File: src/rtl/mips_pipe_pkg.sv
// Shared pipeline definitions: control-bundle layouts, field positions and widths.
package mips_pipe_pkg;

    localparam int DATA_W = 32;
    localparam int REG_W  = 5;
    localparam int CNT_W  = 16;

    localparam int EX_W = 4;
    localparam int M_W  = 4;
    localparam int WB_W = 2;

    localparam int EX_REGDST   = 3;
    localparam int EX_ALUSRC   = 2;
    localparam int EX_ALUOP_HI = 1;
    localparam int EX_ALUOP_LO = 0;

    localparam int M_MEMREAD  = 3;
    localparam int M_MEMWRITE = 2;
    localparam int M_BRANCH   = 1;
    localparam int M_BOP      = 0;

    localparam int WB_REGWRITE = 1;
    localparam int WB_ALUSEL   = 0;

    typedef logic [EX_W-1:0] ex_ctrl_t;
    typedef logic [M_W-1:0]  m_ctrl_t;
    typedef logic [WB_W-1:0] wb_ctrl_t;

    typedef struct packed {
        ex_ctrl_t ex;
        m_ctrl_t  m;
        wb_ctrl_t wb;
    } ctrl_t;

    localparam ex_ctrl_t EX_BUBBLE   = '0;
    localparam m_ctrl_t  M_BUBBLE    = '0;
    localparam wb_ctrl_t WB_BUBBLE   = '0;
    localparam ctrl_t    CTRL_BUBBLE = '{ex: EX_BUBBLE, m: M_BUBBLE, wb: WB_BUBBLE};

    // A load that actually writes a register is the only producer that can cause a load-use stall.
    function automatic logic is_reg_load(input m_ctrl_t m, input wb_ctrl_t wb);
        return m[M_MEMREAD] & wb[WB_REGWRITE];
    endfunction

endpackage

File: src/rtl/id_ex_if.sv
// ID/EX pipeline bus: decode-stage values in, registered execute-stage values and stall out.
interface id_ex_if;
    import mips_pipe_pkg::*;

    ex_ctrl_t            id_EX_control;
    m_ctrl_t             id_M_control;
    wb_ctrl_t            id_WB_control;
    logic [DATA_W-1:0]   id_pc_plus4;
    logic [DATA_W-1:0]   id_rs_data;
    logic [DATA_W-1:0]   id_rt_data;
    logic [DATA_W-1:0]   id_imm;
    logic [REG_W-1:0]    id_rs;
    logic [REG_W-1:0]    id_rt;
    logic [REG_W-1:0]    id_rd;

    ex_ctrl_t            ex_EX_control;
    m_ctrl_t             ex_M_control;
    wb_ctrl_t            ex_WB_control;
    logic [DATA_W-1:0]   ex_pc_plus4;
    logic [DATA_W-1:0]   ex_rs_data;
    logic [DATA_W-1:0]   ex_rt_data;
    logic [DATA_W-1:0]   ex_imm;
    logic [REG_W-1:0]    ex_rs;
    logic [REG_W-1:0]    ex_rt;
    logic [REG_W-1:0]    ex_rd;

    logic                stall;

    modport master (
        output id_EX_control, id_M_control, id_WB_control,
        output id_pc_plus4, id_rs_data, id_rt_data, id_imm, id_rs, id_rt, id_rd,
        input  ex_EX_control, ex_M_control, ex_WB_control,
        input  ex_pc_plus4, ex_rs_data, ex_rt_data, ex_imm, ex_rs, ex_rt, ex_rd,
        input  stall
    );

    modport slave (
        input  id_EX_control, id_M_control, id_WB_control,
        input  id_pc_plus4, id_rs_data, id_rt_data, id_imm, id_rs, id_rt, id_rd,
        output ex_EX_control, ex_M_control, ex_WB_control,
        output ex_pc_plus4, ex_rs_data, ex_rt_data, ex_imm, ex_rs, ex_rt, ex_rd,
        output stall
    );

endinterface

File: src/rtl/id_ex_stage_hazard_detect.sv
// Load-use hazard detector: the load in EX targets a source read by the instruction in ID.
module hazard_detect
    import mips_pipe_pkg::*;
(
    input  m_ctrl_t          ex_M_control,
    input  wb_ctrl_t         ex_WB_control,
    input  logic [REG_W-1:0] ex_rt,
    input  logic [REG_W-1:0] id_rs,
    input  logic [REG_W-1:0] id_rt,
    output logic             hz
);

    // Both sources are compared regardless of opcode; a spurious stall is cheaper than decoding here.
    assign hz = is_reg_load(ex_M_control, ex_WB_control)
              & (ex_rt != '0)
              & ((ex_rt == id_rs) | (ex_rt == id_rt));

endmodule

File: src/rtl/id_ex_stage.sv
// ID/EX pipeline register with load-use bubble insertion, branch flush and saturating debug counters.
module id_ex_stage
    import mips_pipe_pkg::*;
#(
    parameter int CNT_W = mips_pipe_pkg::CNT_W
) (
    input  logic             clk,
    input  logic             rst_n,
    input  logic             flush,
    input  logic             cnt_clr,
    id_ex_if.slave           bus,
    output logic [CNT_W-1:0] stall_cnt,
    output logic [CNT_W-1:0] flush_cnt
);

    logic hz;
    logic stall;

    hazard_detect u_hazard_detect (
        .ex_M_control  (bus.ex_M_control),
        .ex_WB_control (bus.ex_WB_control),
        .ex_rt         (bus.ex_rt),
        .id_rs         (bus.id_rs),
        .id_rt         (bus.id_rt),
        .hz            (hz)
    );

    assign stall     = hz & ~flush;
    assign bus.stall = stall;

    // Data and addresses always follow ID; only the control bundle is squashed on bubble or flush.
    always_ff @(posedge clk or negedge rst_n) begin
        if (!rst_n) begin
            bus.ex_EX_control <= EX_BUBBLE;
            bus.ex_M_control  <= M_BUBBLE;
            bus.ex_WB_control <= WB_BUBBLE;
            bus.ex_pc_plus4   <= '0;
            bus.ex_rs_data    <= '0;
            bus.ex_rt_data    <= '0;
            bus.ex_imm        <= '0;
            bus.ex_rs         <= '0;
            bus.ex_rt         <= '0;
            bus.ex_rd         <= '0;
        end else begin
            bus.ex_pc_plus4 <= bus.id_pc_plus4;
            bus.ex_rs_data  <= bus.id_rs_data;
            bus.ex_rt_data  <= bus.id_rt_data;
            bus.ex_imm      <= bus.id_imm;
            bus.ex_rs       <= bus.id_rs;
            bus.ex_rt       <= bus.id_rt;
            bus.ex_rd       <= bus.id_rd;
            if (flush || hz) begin
                bus.ex_EX_control <= CTRL_BUBBLE.ex;
                bus.ex_M_control  <= CTRL_BUBBLE.m;
                bus.ex_WB_control <= CTRL_BUBBLE.wb;
            end else begin
                bus.ex_EX_control <= bus.id_EX_control;
                bus.ex_M_control  <= bus.id_M_control;
                bus.ex_WB_control <= bus.id_WB_control;
            end
        end
    end

    always_ff @(posedge clk or negedge rst_n) begin
        if (!rst_n) begin
            stall_cnt <= '0;
            flush_cnt <= '0;
        end else if (cnt_clr) begin
            stall_cnt <= '0;
            flush_cnt <= '0;
        end else begin
            if (stall && (stall_cnt != '1)) stall_cnt <= stall_cnt + CNT_W'(1);
            if (flush && (flush_cnt != '1)) flush_cnt <= flush_cnt + CNT_W'(1);
        end
    end

endmodule

File: src/flat_wrapper.sv
// flat-port wrapper written by rule: the top's interface ports become plain ports
module id_ex_stage_flat import mips_pipe_pkg::*;
#(
    parameter int CNT_W = mips_pipe_pkg::CNT_W
)
  (clk, rst_n, flush, cnt_clr, stall_cnt, flush_cnt, bus_id_EX_control, bus_id_M_control, bus_id_WB_control, bus_id_pc_plus4, bus_id_rs_data, bus_id_rt_data, bus_id_imm, bus_id_rs, bus_id_rt, bus_id_rd, bus_ex_EX_control, bus_ex_M_control, bus_ex_WB_control, bus_ex_pc_plus4, bus_ex_rs_data, bus_ex_rt_data, bus_ex_imm, bus_ex_rs, bus_ex_rt, bus_ex_rd, bus_stall);
  id_ex_if bus_i ();
  input  logic clk;
  input  logic rst_n;
  input  logic flush;
  input  logic cnt_clr;
  output logic [CNT_W-1:0] stall_cnt;
  output logic [CNT_W-1:0] flush_cnt;
  input wire logic [$bits(bus_i.id_EX_control)-1:0] bus_id_EX_control;
  input wire logic [$bits(bus_i.id_M_control)-1:0] bus_id_M_control;
  input wire logic [$bits(bus_i.id_WB_control)-1:0] bus_id_WB_control;
  input wire logic [$bits(bus_i.id_pc_plus4)-1:0] bus_id_pc_plus4;
  input wire logic [$bits(bus_i.id_rs_data)-1:0] bus_id_rs_data;
  input wire logic [$bits(bus_i.id_rt_data)-1:0] bus_id_rt_data;
  input wire logic [$bits(bus_i.id_imm)-1:0] bus_id_imm;
  input wire logic [$bits(bus_i.id_rs)-1:0] bus_id_rs;
  input wire logic [$bits(bus_i.id_rt)-1:0] bus_id_rt;
  input wire logic [$bits(bus_i.id_rd)-1:0] bus_id_rd;
  output wire logic [$bits(bus_i.ex_EX_control)-1:0] bus_ex_EX_control;
  output wire logic [$bits(bus_i.ex_M_control)-1:0] bus_ex_M_control;
  output wire logic [$bits(bus_i.ex_WB_control)-1:0] bus_ex_WB_control;
  output wire logic [$bits(bus_i.ex_pc_plus4)-1:0] bus_ex_pc_plus4;
  output wire logic [$bits(bus_i.ex_rs_data)-1:0] bus_ex_rs_data;
  output wire logic [$bits(bus_i.ex_rt_data)-1:0] bus_ex_rt_data;
  output wire logic [$bits(bus_i.ex_imm)-1:0] bus_ex_imm;
  output wire logic [$bits(bus_i.ex_rs)-1:0] bus_ex_rs;
  output wire logic [$bits(bus_i.ex_rt)-1:0] bus_ex_rt;
  output wire logic [$bits(bus_i.ex_rd)-1:0] bus_ex_rd;
  output wire logic [$bits(bus_i.stall)-1:0] bus_stall;
  assign bus_i.id_EX_control = bus_id_EX_control;
  assign bus_i.id_M_control = bus_id_M_control;
  assign bus_i.id_WB_control = bus_id_WB_control;
  assign bus_i.id_pc_plus4 = bus_id_pc_plus4;
  assign bus_i.id_rs_data = bus_id_rs_data;
  assign bus_i.id_rt_data = bus_id_rt_data;
  assign bus_i.id_imm = bus_id_imm;
  assign bus_i.id_rs = bus_id_rs;
  assign bus_i.id_rt = bus_id_rt;
  assign bus_i.id_rd = bus_id_rd;
  assign bus_ex_EX_control = bus_i.ex_EX_control;
  assign bus_ex_M_control = bus_i.ex_M_control;
  assign bus_ex_WB_control = bus_i.ex_WB_control;
  assign bus_ex_pc_plus4 = bus_i.ex_pc_plus4;
  assign bus_ex_rs_data = bus_i.ex_rs_data;
  assign bus_ex_rt_data = bus_i.ex_rt_data;
  assign bus_ex_imm = bus_i.ex_imm;
  assign bus_ex_rs = bus_i.ex_rs;
  assign bus_ex_rt = bus_i.ex_rt;
  assign bus_ex_rd = bus_i.ex_rd;
  assign bus_stall = bus_i.stall;
  id_ex_stage #(.CNT_W(CNT_W)) u_core (.clk(clk), .rst_n(rst_n), .flush(flush), .cnt_clr(cnt_clr), .bus(bus_i), .stall_cnt(stall_cnt), .flush_cnt(flush_cnt));
endmodule
File: config.mk
export PLATFORM = sky130hd
export DESIGN_NAME = id_ex_stage_flat
export DESIGN_NICKNAME = d
export VERILOG_FILES = /design/src/rtl/mips_pipe_pkg.sv /design/src/rtl/id_ex_if.sv /design/src/rtl/id_ex_stage_hazard_detect.sv /design/src/rtl/id_ex_stage.sv /design/src/flat_wrapper.sv
export SDC_FILE = /design/constraint.sdc
export NUM_CORES = 1
export LEC_CHECK = 0
export CAP_MARGIN = 40
export CELL_PAD_IN_SITES_DETAIL_PLACEMENT = 1
export CELL_PAD_IN_SITES_GLOBAL_PLACEMENT = 2
export CORE_MARGIN = 1
export CORE_UTILIZATION = 25
export DETAILED_ROUTE_END_ITERATION = 16
export PLACE_DENSITY_LB_ADDON = 0.15
export SLEW_MARGIN = 30
export SYNTH_ARGS = -nofsm -noshare
export SYNTH_HDL_FRONTEND = slang
export SYNTH_HIERARCHICAL = 1
export SYNTH_SLANG_ARGS = --single-unit
File: constraint.sdc
create_clock -name clk -period 4.53 [get_ports clk]
set_input_delay 0.906 -clock clk [delete_from_list [all_inputs] [get_ports clk]]
set_output_delay 0.906 -clock clk [all_outputs]
set_load 0.005 [all_outputs]
Word level (Yosys, flattened, before mapping):

Cells that the tools add are included.

* register bits after elaboration: 185
* input port bits: 157
* output and inout port bits: 186
* word-level logic and storage cells: 37

* add/subtract/negate cells: 2
* eq/ne operators: 4
* muxes and demuxes: 7
* bitwise logic cells: 6
* reductions and logical operators: 6

Operator list (number)
* 2-to-1 mux 16 bit: 4
* adder 16 x 1 -> 16 bit, second input constant: 2
* inequality test 16 bit, second input constant: 2
* equality test 5 bit: 2
* 2-to-1 mux 4 bit: 2
* nonzero test 5 bit: 1
* bitwise AND 1 bit: 4
* nonzero test 2 bit: 2
* logical AND 1 bit: 2
* 2-to-1 mux 2 bit: 1
* logical OR 1 bit: 1
* NOT 1 bit: 1
* bitwise OR 1 bit: 1

Logic depth before layout (Yosys ltp):

* word-level depth: 7
* mapped depth: 9
* gate-level depth less buffers: 8

Cells and area by module:

Netlist, hierarchy kept.

By module, submodules not included
* id_ex_stage: times used 1, cells each 370, area an instance 5830.6 µm², sequential area each 4629.4 µm²
* hazard_detect: times used 1, cells each 17, area an instance 132.6 µm², sequential area each 0.0 µm²

Worst setup path before layout:

No wires, ideal clock.

* kind: input-to-output
* from: input bus_id_rs[2]
* to: output bus_stall
* data arrival time: 1.752 ns
* slack: 1.872 ns
* stages: 6
* path buffers: 0
* cells stage by stage: xor2_1 > nor3_1 > nand3_1 > a21oi_1 > nand2b_1 > inv_1

* longest elaborated chain between the ends: 4

RTL lines
* start, declared: RTL line flat_wrapper.sv:21 `input wire logic [$bits(bus_i.id_rs)-1:0] bus_id_rs;`
* equality test 5 bit: RTL line id_ex_stage_hazard_detect.sv:16 `& ((ex_rt == id_rs) | (ex_rt == id_rt));`
* bitwise OR 1 bit: RTL line id_ex_stage_hazard_detect.sv:16
* bitwise AND 1 bit: RTL line id_ex_stage_hazard_detect.sv:16
* net u_core.hz: RTL line id_ex_stage.sv:16 `logic hz;`
* bitwise AND 1 bit: RTL line id_ex_stage.sv:28 `assign stall = hz & ~flush;`
* end, declared: RTL line flat_wrapper.sv:34 `output wire logic [$bits(bus_i.stall)-1:0] bus_stall;`

The timed path passes the listed nets, and every way through them passes these cells.

Worst setup path in the final report:

* from: input bus_id_rs[0]
* to: output bus_stall

Same word-level chain as after synthesis.

==> results.py <==
metrics = {
    "status": {
        "outcome": "complete, no violations",
    },
    "clock_tree": {
        "cts_resized": 0,
        "clk_latency_ns": 0.43,
        "cts-buffers-inserted": 17,
        "htree_levels": 4,
        "cts_root_buf": "clkbuf_16",
        "clock-sinks": 185,
        "cts_max_path_buffers": 2,
        "cts_tree": "built",
        "cts-hold-fix-buffers": 0,
        "postCtsSetupBuffers": 0,
        "clkTransAtPathRegs_ns": 0.09,
    },
    "job": {
        "cap_viol_max_count": 0,
    },
    "floorplanning": {
        "die_h_um": 156,
        "dieArea_mm2": 0.0245,
        "coreArea_mm2": 0.0234,
        "die_x_um": 156,
        "initial_utilization": 0.255,
        "io_pins": 343,
        "row_count": 56,
    },
    "timing": {
        "setup_viol": 0,
        "fin_worst_skew_ns": 0.0140,
        "clock.fmax_ghz": 0.258,
        "timing.final.hold_violations": 0,
        "slew_headroom": 0.516,
        "worst_slew_pin_slew_ns": 0.719,
        "rsz0062_at_grt": "false",
        "drv_slew": 0,
        "final.setup.tns_ns": 0,
        "worst_slack_ns": 0.648,
        "fin_crit_sh": 0.857,
        "period_minus_slack_ns": 3.88,
        "hold_slack_ns": 0.398,
    },
    "critical_path": {
        "critPathMaxFanout": 5,
        "cp.arrival_ns": 2.98,
        "crit_slowest_cell": "clkdlybuf4s50_1",
        "critPathRequiredTime_ns": 3.62,
        "critPathMaxStageDelay_ns": 0.50,
        "endpoint_kind": "output port",
        "regToRegStartpoint": "u_core/bus.ex_rt[2]",
        "crit_top_cell": "clkdlybuf4s50_1",
        "criticalPathCategory": "input pin to output port",
        "startpoint": "bus_id_rs[0]",
        "critPathLaunchType": "input pin",
        "crit_path_cell_trace": "clkdlybuf4s50_1 -> xor2_1 -> nor3_1 -> nand3_1 -> a21oi_1 -> nand2b_1 -> inv_1 -> clkdlybuf4s50_1",
    },
    "synthesis": {
        "netlist_area_mm2": 0.00596,
        "synth_top_area_cell": "dfrtp_1",
        "yosysUniqueCellTypes": 55,
        "ys_warn_count": 6,
        "synth_area_per_cell_um2": 15.4,
        "synth_ff_type": "dfrtp_1",
        "synth_area_leaders": "dfrtp_1 (78%), a21oi_1 (1.3%), or4_1 (1.3%)",
        "ys_seq_area_frac": 0.776,
        "async_flop_share": 1.00,
        "synth.most_common_cell": "dfrtp_1",
        "synth_edf_count": 0,
        "ys_seq_elements": 185,
        "syn_inst": 387,
        "netlist.area_leader.share": 0.776,
        "syn-num-nets": 546,
        "ys_top_cells_by_count": "dfrtp_1 (185), a21oi_1 (16), nand2_1 (15)",
    },
    "power_and_ir_drop": {
        "p_per_area_mw_per_mm2": 349,
        "leakagePower_uw": 0.00424,
        "peakVddDrop_uv": 179,
    },
    "drt": {
        "drc": 0,
        "first_pass_iters": 4,
        "routed-via-count": 4675,
        "totalWireLength_um": 21900,
        "via_per_inst": 4.33,
        "ant_nets": 0,
        "dr.first_iter.drc_count": 130,
        "wl_per_cell_um": 20.3,
    },
    "global_routing": {
        "grtUsageMet1": 0.189,
        "grt_overflow": 0,
        "grt_pass1_vias": 5116,
        "grt_max_degree": 52,
        "met2_usage": 0.331,
        "grt_antenna_before_repair": 4,
        "use_met3": 0.0642,
        "track_usage": 0.181,
        "grt_pass1_wl_um": 32100,
        "grt.busiest_layer": "met2",
    },
    "placement": {
        "numPortBuffers": 342,
        "pre_cts_slack_ns": 0.608,
        "gp_congestion": 0.841,
        "hpwl_um": 17200,
    },
    "hold_path": {
        "min_path_type": "input pin to asynchronous set/reset pin",
    },
    "final_layout": {
        "fin_nets": 903,
        "syn_to_final_growth_pct": 74.7,
        "final_util": 0.445,
        "drive_gt1_frac": 0.0766,
    },
}
[logic make-up (layout without fill, tap and decap cells)]
logic type                 after synthesis  after routing  synth area share
DFF                                    185            185             0.776
muxes                                    3              3           0.00546
xor gates and xnor gates                10             10            0.0147
other                                    0              4                 0
and+or+nand+nor                        115            115             0.124
adders and majority gates                2              2           0.00420
AOI/OAI and AO/OA                       54             54            0.0598
buffers and inverters                   18            388            0.0153
[cells in the final DEF (no fill, tap or decap), types with 3 or more instances in the layout]
cell,instances
clkdlybuf4s50_1,341
nor3_1,8
inv_6,4
buf_4,5
nand2_1,15
and4_1,4
nor2b_1,5
a31oi_1,6
clkbuf_16,17
diode_2,4
clkinv_8,6
nand3_1,11
dfrtp_1,185
a21oi_1,16
and2_1,10
or4_1,10
nand4_1,10
inv_1,8
xor2_1,6
xnor2_1,4
o31ai_1,8
nor4_1,3
or3_1,5
nor2_1,13
o21ai_0,10
[through the flow]
stage	cells	cell area, um^2	power (uW)
floorplan	387	5960	1810
global placement	1043	9760	2150
detailed placement	1044	9790	2160
CTS	1076	10400	3700
global route	1079	10400	3790
finish	1080	10400	3640
[critical path: cells and delay by family]
| kind | cells | cell delay (ns) |
|---|---|---|
| buf+inv | 3 | 1.03 |
| xor+xnor | 1 | 0.18 |
| compound gates | 1 | 0.38 |
| simple gates | 3 | 0.48 |
[flip-flops by register name, indices dropped and copies added (netlist names)]
name / flops
u_core/bus.ex_pc_plus4: 32
u_core/bus.ex_WB_control: 2
u_core/bus.ex_rd: 5
u_core/bus.ex_imm: 32
u_core/stall_cnt: 16
u_core/bus.ex_rt: 5
u_core/bus.ex_rs_data: 32
u_core/bus.ex_rt_data: 32
u_core/bus.ex_M_control: 4
u_core/bus.ex_rs: 5
u_core/bus.ex_EX_control: 4
u_core/flush_cnt: 16
[power breakdown]
group / leakage (uW) / internal, uW / total [uW] / switching, uW
logic: 0.00170 / 250 / 371 / 121
clock network: 0.000298 / 756 / 1520 / 764
registers: 0.00224 / 1720 / 1750 / 26.1
[layout make-up]
cell class | count | area (um^2)
diodes | 4 | 10.0
clock buffers | 17 | 425
clock inverters | 15 | 190
fillers | 2469 | 13000
inverters | 8 | 30.0
multi-input cells | 184 | 1240
flip-flops and latches | 185 | 4630
well taps | 319 | 399
repair buffers | 348 | 3490
[final timing paths]
path                                               to  slack (ns)  depth (start not counted)
min in group clk                 u_core/flush_cnt[10]        0.57                          1
max in group asynchronous   u_core/bus.ex_rt_data[13]        3.25                          2
hold reg to reg                  u_core/flush_cnt[10]        0.57                          1
hold / removal             u_core/bus.ex_pc_plus4[30]        0.40                          1
setup reg to reg                 u_core/stall_cnt[11]        1.86                          8
setup / recovery                            bus_stall        0.65                          8
[routing by layer]
layer | vias to the layer above | part of all wire
li1 | 2094 | -
met1 | 2385 | 0.36
met2 | 171 | 0.55
met3 | 25 | 0.076
met4 | 0 | 0.019
met5 | - | 0
No activity file was read; power rests on OpenSTA's default activity.
